**src/rtl/lock_pkg.sv**
```systemverilog
// Shared types and helpers for the key-locked adder: FSM state encoding and
// the key-derived result mask.
package lock_pkg;

  typedef enum logic [1:0] {
    LOCKED = 2'd0,
    CHECK  = 2'd1,
    OPEN   = 2'd2,
    DEAD   = 2'd3
  } lock_state_e;

  localparam int unsigned LOCK_MAX_KEY_W = 256;
  localparam int unsigned LOCK_MAX_W     = 1024;

  // Key repeated from the LSB up to width bits; bits above width stay zero.
  function automatic logic [LOCK_MAX_W-1:0] lock_mask(
    input logic [LOCK_MAX_KEY_W-1:0] key,
    input int unsigned               key_w,
    input int unsigned               width
  );
    logic [LOCK_MAX_W-1:0] m;
    m = '0;
    for (int unsigned i = 0; i < LOCK_MAX_W; i++) begin
      if (i < width) m[10'(i)] = key[8'(i % key_w)];
    end
    return m;
  endfunction

endpackage

```
**src/rtl/lock_fsm.sv**
```systemverilog
// Key handshake and lock state machine. Optional wrong-key lockout is
// enabled with the LOCK_LOCKOUT_EN macro.
module lock_fsm
  import lock_pkg::*;
#(
  parameter int unsigned          KEY_W     = 48,
  parameter logic [KEY_W-1:0]     KEY       = 48'h756E4C30634B,
  parameter int unsigned          MAX_TRIES = 3
) (
  input  logic             clk,
  input  logic             rst_n,
  input  logic             key_valid,
  input  logic [KEY_W-1:0] key_data,
  output logic             key_ready,
  output logic             open,
  output logic             dead
);

  lock_state_e      state, state_next;
  logic [KEY_W-1:0] key_q;
  logic             key_match;
  logic             last_try;

  assign key_match = (key_q == KEY);

`ifdef LOCK_LOCKOUT_EN
  localparam int unsigned TRIES_W = $clog2(MAX_TRIES + 1);

  logic [TRIES_W-1:0] tries;
  logic [TRIES_W-1:0] tries_inc;

  assign tries_inc = (tries == TRIES_W'(MAX_TRIES)) ? tries : tries + 1'b1;
  assign last_try  = (tries_inc == TRIES_W'(MAX_TRIES));

  always_ff @(posedge clk or negedge rst_n) begin
    if (!rst_n) begin
      tries <= '0;
    end else if (state == CHECK) begin
      tries <= key_match ? '0 : tries_inc;
    end
  end
`else
  assign last_try = 1'b0;
`endif

  always_ff @(posedge clk or negedge rst_n) begin
    if (!rst_n) begin
      state <= LOCKED;
      key_q <= '0;
    end else begin
      state <= state_next;
      if (state == LOCKED && key_valid) key_q <= key_data;
    end
  end

  always_comb begin
    state_next = state;
    case (state)
      LOCKED:  if (key_valid) state_next = CHECK;
      CHECK: begin
        if (key_match)     state_next = OPEN;
        else if (last_try) state_next = DEAD;
        else               state_next = LOCKED;
      end
      OPEN:    state_next = OPEN;
      DEAD:    state_next = DEAD;
      default: state_next = LOCKED;
    endcase
  end

  assign key_ready = (state == LOCKED);
  assign open      = (state == OPEN);
`ifdef LOCK_LOCKOUT_EN
  assign dead      = (state == DEAD);
`else
  assign dead      = 1'b0;
`endif

endmodule

```
**src/rtl/locked_add_pipe.sv**
```systemverilog
// Key-locked registered adder: sum is masked until the lock FSM opens.
// Wrong-key lockout is enabled by defining LOCK_LOCKOUT_EN.
module locked_add_pipe
  import lock_pkg::*;
#(
  parameter int unsigned      WIDTH     = 32,
  parameter int unsigned      KEY_W     = 48,
  parameter logic [KEY_W-1:0] KEY       = 48'h756E4C30634B,
  parameter int unsigned      MAX_TRIES = 3
) (
  input  logic             clk,
  input  logic             rst_n,
  input  logic             key_valid,
  input  logic [KEY_W-1:0] key_data,
  output logic             key_ready,
  output logic             unlocked,
  output logic             lockout,
  input  logic             in_valid,
  output logic             in_ready,
  input  logic [WIDTH-1:0] a,
  input  logic [WIDTH-1:0] b,
  output logic             out_valid,
  input  logic             out_ready,
  output logic [WIDTH-1:0] sum,
  output logic             carry
);

  localparam logic [WIDTH-1:0] MASK =
    WIDTH'(lock_mask(LOCK_MAX_KEY_W'(KEY), KEY_W, WIDTH));

  logic           open;
  logic           dead;
  logic           accept;
  logic [WIDTH:0] full_sum;

  lock_fsm #(
    .KEY_W     (KEY_W),
    .KEY       (KEY),
    .MAX_TRIES (MAX_TRIES)
  ) u_fsm (
    .clk       (clk),
    .rst_n     (rst_n),
    .key_valid (key_valid),
    .key_data  (key_data),
    .key_ready (key_ready),
    .open      (open),
    .dead      (dead)
  );

  assign unlocked = open;
  assign lockout  = dead;

  assign in_ready = !out_valid || out_ready;
  assign accept   = in_valid && in_ready;
  assign full_sum = {1'b0, a} + {1'b0, b};

  // Lock mode is captured with the operands, so a held result never changes.
  always_ff @(posedge clk or negedge rst_n) begin
    if (!rst_n) begin
      out_valid <= 1'b0;
      sum       <= '0;
      carry     <= 1'b0;
    end else if (accept) begin
      out_valid <= 1'b1;
      sum       <= open ? full_sum[WIDTH-1:0] : (full_sum[WIDTH-1:0] ^ MASK);
      carry     <= open ? full_sum[WIDTH] : ~full_sum[WIDTH];
    end else if (out_ready) begin
      out_valid <= 1'b0;
    end
  end

endmodule

```
**config.mk**
```make
export PLATFORM = sky130hd
export DESIGN_NAME = locked_add_pipe
export DESIGN_NICKNAME = d
export VERILOG_FILES = /design/src/rtl/lock_pkg.sv /design/src/rtl/lock_fsm.sv /design/src/rtl/locked_add_pipe.sv
export SDC_FILE = /design/constraint.sdc
export NUM_CORES = 1
export LEC_CHECK = 0
export BUFFER_PORTS_ARGS = -buffer_cell sky130_fd_sc_hd__buf_2
export CAP_MARGIN = 20
export CORE_MARGIN = 2
export CORE_UTILIZATION = 53
export DETAILED_ROUTE_END_ITERATION = 12
export GPL_TIMING_DRIVEN = 0
export PLACE_DENSITY = 0.86
export SLEW_MARGIN = 0
export SYNTH_ARGS = -nofsm -noshare
export SYNTH_HDL_FRONTEND = slang
export SYNTH_SLANG_ARGS = --single-unit
```
**constraint.sdc**
```tcl
create_clock -name clk -period 2.1 [get_ports clk]
set_input_delay 0.105 -clock clk [delete_from_list [all_inputs] [get_ports clk]]
set_output_delay 0.105 -clock clk [all_outputs]
set_load 0.05 [all_outputs]
```
==> results.py <==
metrics = {
    "routing": {
        "via_per_inst": 5.69,
        "route.met2.wl_mm": 7.84,
        "drtPass1Iterations": 5,
        "routed_wl_mm": 15.6,
        "drt_iter0_markers": 228,
        "top_layer_used": "met4",
        "drt-met1-wl_mm": 6.15,
        "vias": 5021,
        "drc_errors": 0,
        "postRouteAntennaNets": 0,
        "detail_route.wl_per_cell_um": 17.7,
        "wl_met3_mm": 1.16,
    },
    "cells_and_area": {
        "seq_area_mm2": 0.00210,
        "diodes": 0,
        "nNetsFinal": 900,
        "multi_input_area_mm2": 0.00314,
        "fill_cells": 657,
        "final_area_mm2": 0.00713,
        "area_delta_synth_final_pct": 36.9,
        "drive_gt1_frac": 0.344,
    },
    "yosys": {
        "syn_area_mm2": 0.00521,
        "avgSynthCellArea_um2": 9.89,
        "synthArstFlopShare": 1.00,
        "ys_warn_count": 0,
        "yosysSeqAreaShare": 0.403,
        "ys_seq_elements": 84,
        "synthesis.nets": 682,
        "yosysUniqueCellTypes": 62,
        "synth_edf_count": 0,
        "synth_flop_cell": "dfrtp_1",
        "syn_inst": 527,
    },
    "worst_setup_path": {
        "path_max_fanout": 6,
        "cp-end-kind": "register",
        "startpoint_type": "input pin",
        "crit_type": "in2reg",
        "crit_arrival_ns": 2.32,
        "critPathRequiredTime_ns": 2.34,
    },
    "grt": {
        "overflow": 0,
        "antenna_found_initial": 0,
        "grt_pass1_vias": 4977,
        "track_usage": 0.286,
        "grt_pass1_wl_mm": 23.3,
        "grt_max_degree": 51,
    },
    "placement": {
        "placed_area_mm2": 0.00626,
        "post-place-ws_ns": -0.514,
        "io_buffers": 153,
        "place_congestion": 0.916,
        "dpl.hpwl_mm": 10.6,
    },
    "clock_network": {
        "cts_buffers": 9,
        "clock_latency_ns": 0.36,
        "cts.sinks": 84,
        "clk_pin_slew_ns": 0.09,
        "clockBufferDepth": 2,
        "htreeDepth": 3,
        "root_buffer": "clkbuf_8",
        "cts_tree": "done",
    },
    "floorplanning": {
        "dieArea_mm2": 0.0106,
        "die_h_um": 103,
        "die_w_um": 103,
        "start_util": 0.540,
        "ioPinCount": 155,
        "core-area_mm2": 0.00964,
        "num_rows": 36,
    },
    "timing": {
        "whs_ns": 0.0266,
        "finClkSkew_ns": 0.0122,
        "tightest_slew_ns": 0.648,
        "setup_slack_ns": 0.0271,
        "setup_viol": 0,
        "rsz0062_at_grt": "yes",
        "fmax_ghz": 0.482,
        "relSlewSlack": 0.568,
        "min_period_ns": 2.07,
        "post-route-period-util": 0.987,
        "final_hold_viol_count": 0,
        "slew_viol_final": 0,
        "finalSetupTns_ns": 0,
    },
    "power_and_ir_drop": {
        "total_power_mw": 4.95,
        "power_density_mw_per_mm2": 694,
        "irDropWorstVdd_mv": 0.569,
        "power_leakage_nw": 3.48,
    },
    "run": {
        "cap_viol_max_count": 0,
    },
    "run_status": {
        "status": "finished, final reports clean",
    },
    "min_path": {
        "hold_class": "in2reg",
    },
}
==> sequential cells by signal, summed over array words and instances, names as in the netlist <==
| name | count |
|---|---|
| u_fsm.key_q | 48 |
| sum | 32 |
| u_fsm.state | 2 |
| carry | 1 |
| out_valid | 1 |
==> per-stage QoR <==
step	instances	utilization
2_1_floorplan	527	-
3_3_place_gp	813	0.647
3_5_place_dp	814	0.650
4_1_cts	880	0.727
5_1_grt	883	0.740
6_report	883	0.740
==> cells in the mapped netlist, types with 7 or more instances <==
master,count,area [um^2]
a21o_1,12,90.1
nand4_1,10,62.6
o21ai_0,28,140
nand2b_1,8,50.1
a31oi_1,7,43.8
nor2_1,22,82.6
ha_1,37,463
nand2_1,61,229
xor2_1,11,96.3
mux2_2,48,541
dfrtp_1,84,2100
inv_1,12,45.0
a21oi_1,34,170
o21ai_1,14,70.1
xnor2_1,27,236
clkbuf_1,18,67.6
==> layout by cell type (no fill, tap or decap), types with 3 or more instances in the layout <==
| cell | netlist | routed |
|---|---|---|
| mux2_2 | 48 | 48 |
| nor3_1 | 5 | 5 |
| ha_4 | 0 | 11 |
| inv_1 | 12 | 12 |
| clkbuf_1 | 18 | 15 |
| o211ai_1 | 6 | 6 |
| or3_1 | 3 | 3 |
| nor2_1 | 22 | 22 |
| o21ai_1 | 14 | 14 |
| a21oi_1 | 34 | 33 |
| clkbuf_8 | 0 | 10 |
| nor4b_1 | 4 | 3 |
| nor4_1 | 4 | 4 |
| dfrtp_1 | 84 | 84 |
| nand3_1 | 5 | 5 |
| buf_2 | 3 | 155 |
| a21o_1 | 12 | 12 |
| nand4_1 | 10 | 10 |
| o21bai_1 | 3 | 3 |
| nand2_1 | 61 | 61 |
| o21ai_0 | 28 | 28 |
| o21a_1 | 6 | 6 |
| a41oi_1 | 3 | 3 |
| buf_4 | 1 | 11 |
| xnor2_1 | 27 | 27 |
| dlygate4sd3_1 | 0 | 48 |
| nand2b_1 | 8 | 6 |
| a31oi_1 | 7 | 7 |
| or4bb_1 | 3 | 3 |
| xor2_1 | 11 | 11 |
| ha_1 | 37 | 26 |
==> per-layer routing <==
metal,vias to the layer above,track usage
met3,44,0.0583
met4,0,0.123
met1,2397,0.341
li1,2339,-
met5,-,0
met2,241,0.502
==> final timing paths <==
check | start | endpoint | slack, ns | cells after the start
min in group asynchronous | rst_n | u_fsm.key_q[33] | 0.26 | 2
max in group asynchronous | rst_n | sum[10] | 1.23 | 3
setup reg to reg | u_fsm.state[0] | u_fsm.key_q[35] | 0.10 | 6
hold reg to reg | sum[2] | sum[2] | 0.49 | 2
setup / recovery | b[13] | sum[29] | 0.03 | 9
hold / removal | in_valid | out_valid | 0.03 | 2
==> final cells by class <==
class / count / area share
clock buffers: 11 / 0.0198
well taps: 133 / 0.0233
clock inverters: 5 / 0.0118
repair buffers: 211 / 0.188
inverters: 12 / 0.00631
flip-flops and latches: 84 / 0.295
multi-input cells: 404 / 0.441
plain buffers: 23 / 0.0151
==> cells by family after synthesis <==
| logic type | count (synthesis) | synth area share |
|---|---|---|
| compound gates | 138 | 0.170 |
| xor+xnor | 38 | 0.0639 |
| fa+ha+maj | 38 | 0.0927 |
| buf+inv | 39 | 0.0295 |
| flops | 84 | 0.403 |
| mux | 49 | 0.106 |
| other cells | 1 | 0.000720 |
| simple gates | 140 | 0.134 |
==> worst max-delay path: stages <==
cell and delay (ns):
buf_2 0.12, ha_4 0.31, nand2_2 0.08, or2_1 0.25
or4_4 0.44, o211ai_4 0.29, a211oi_4 0.11, o311a_1 0.30
or3_1 0.30
==> report_power, final <==
part	internal [mW]	total (mW)	switching (mW)
Combinational	0.621	1.79	1.17
Sequential	1.76	1.84	0.0863
Clock	0.707	1.32	0.613
==> what timing repair did <==
action	CTS	global route
endpoints found under the setup margin	20	8
hold buffers	48	0
resized for setup	7	17
hold endpoints to repair	81	0
pin swaps	2	7
cloned	0	0
setup buffers	2	7
No activity file was read; power rests on OpenSTA's default activity.
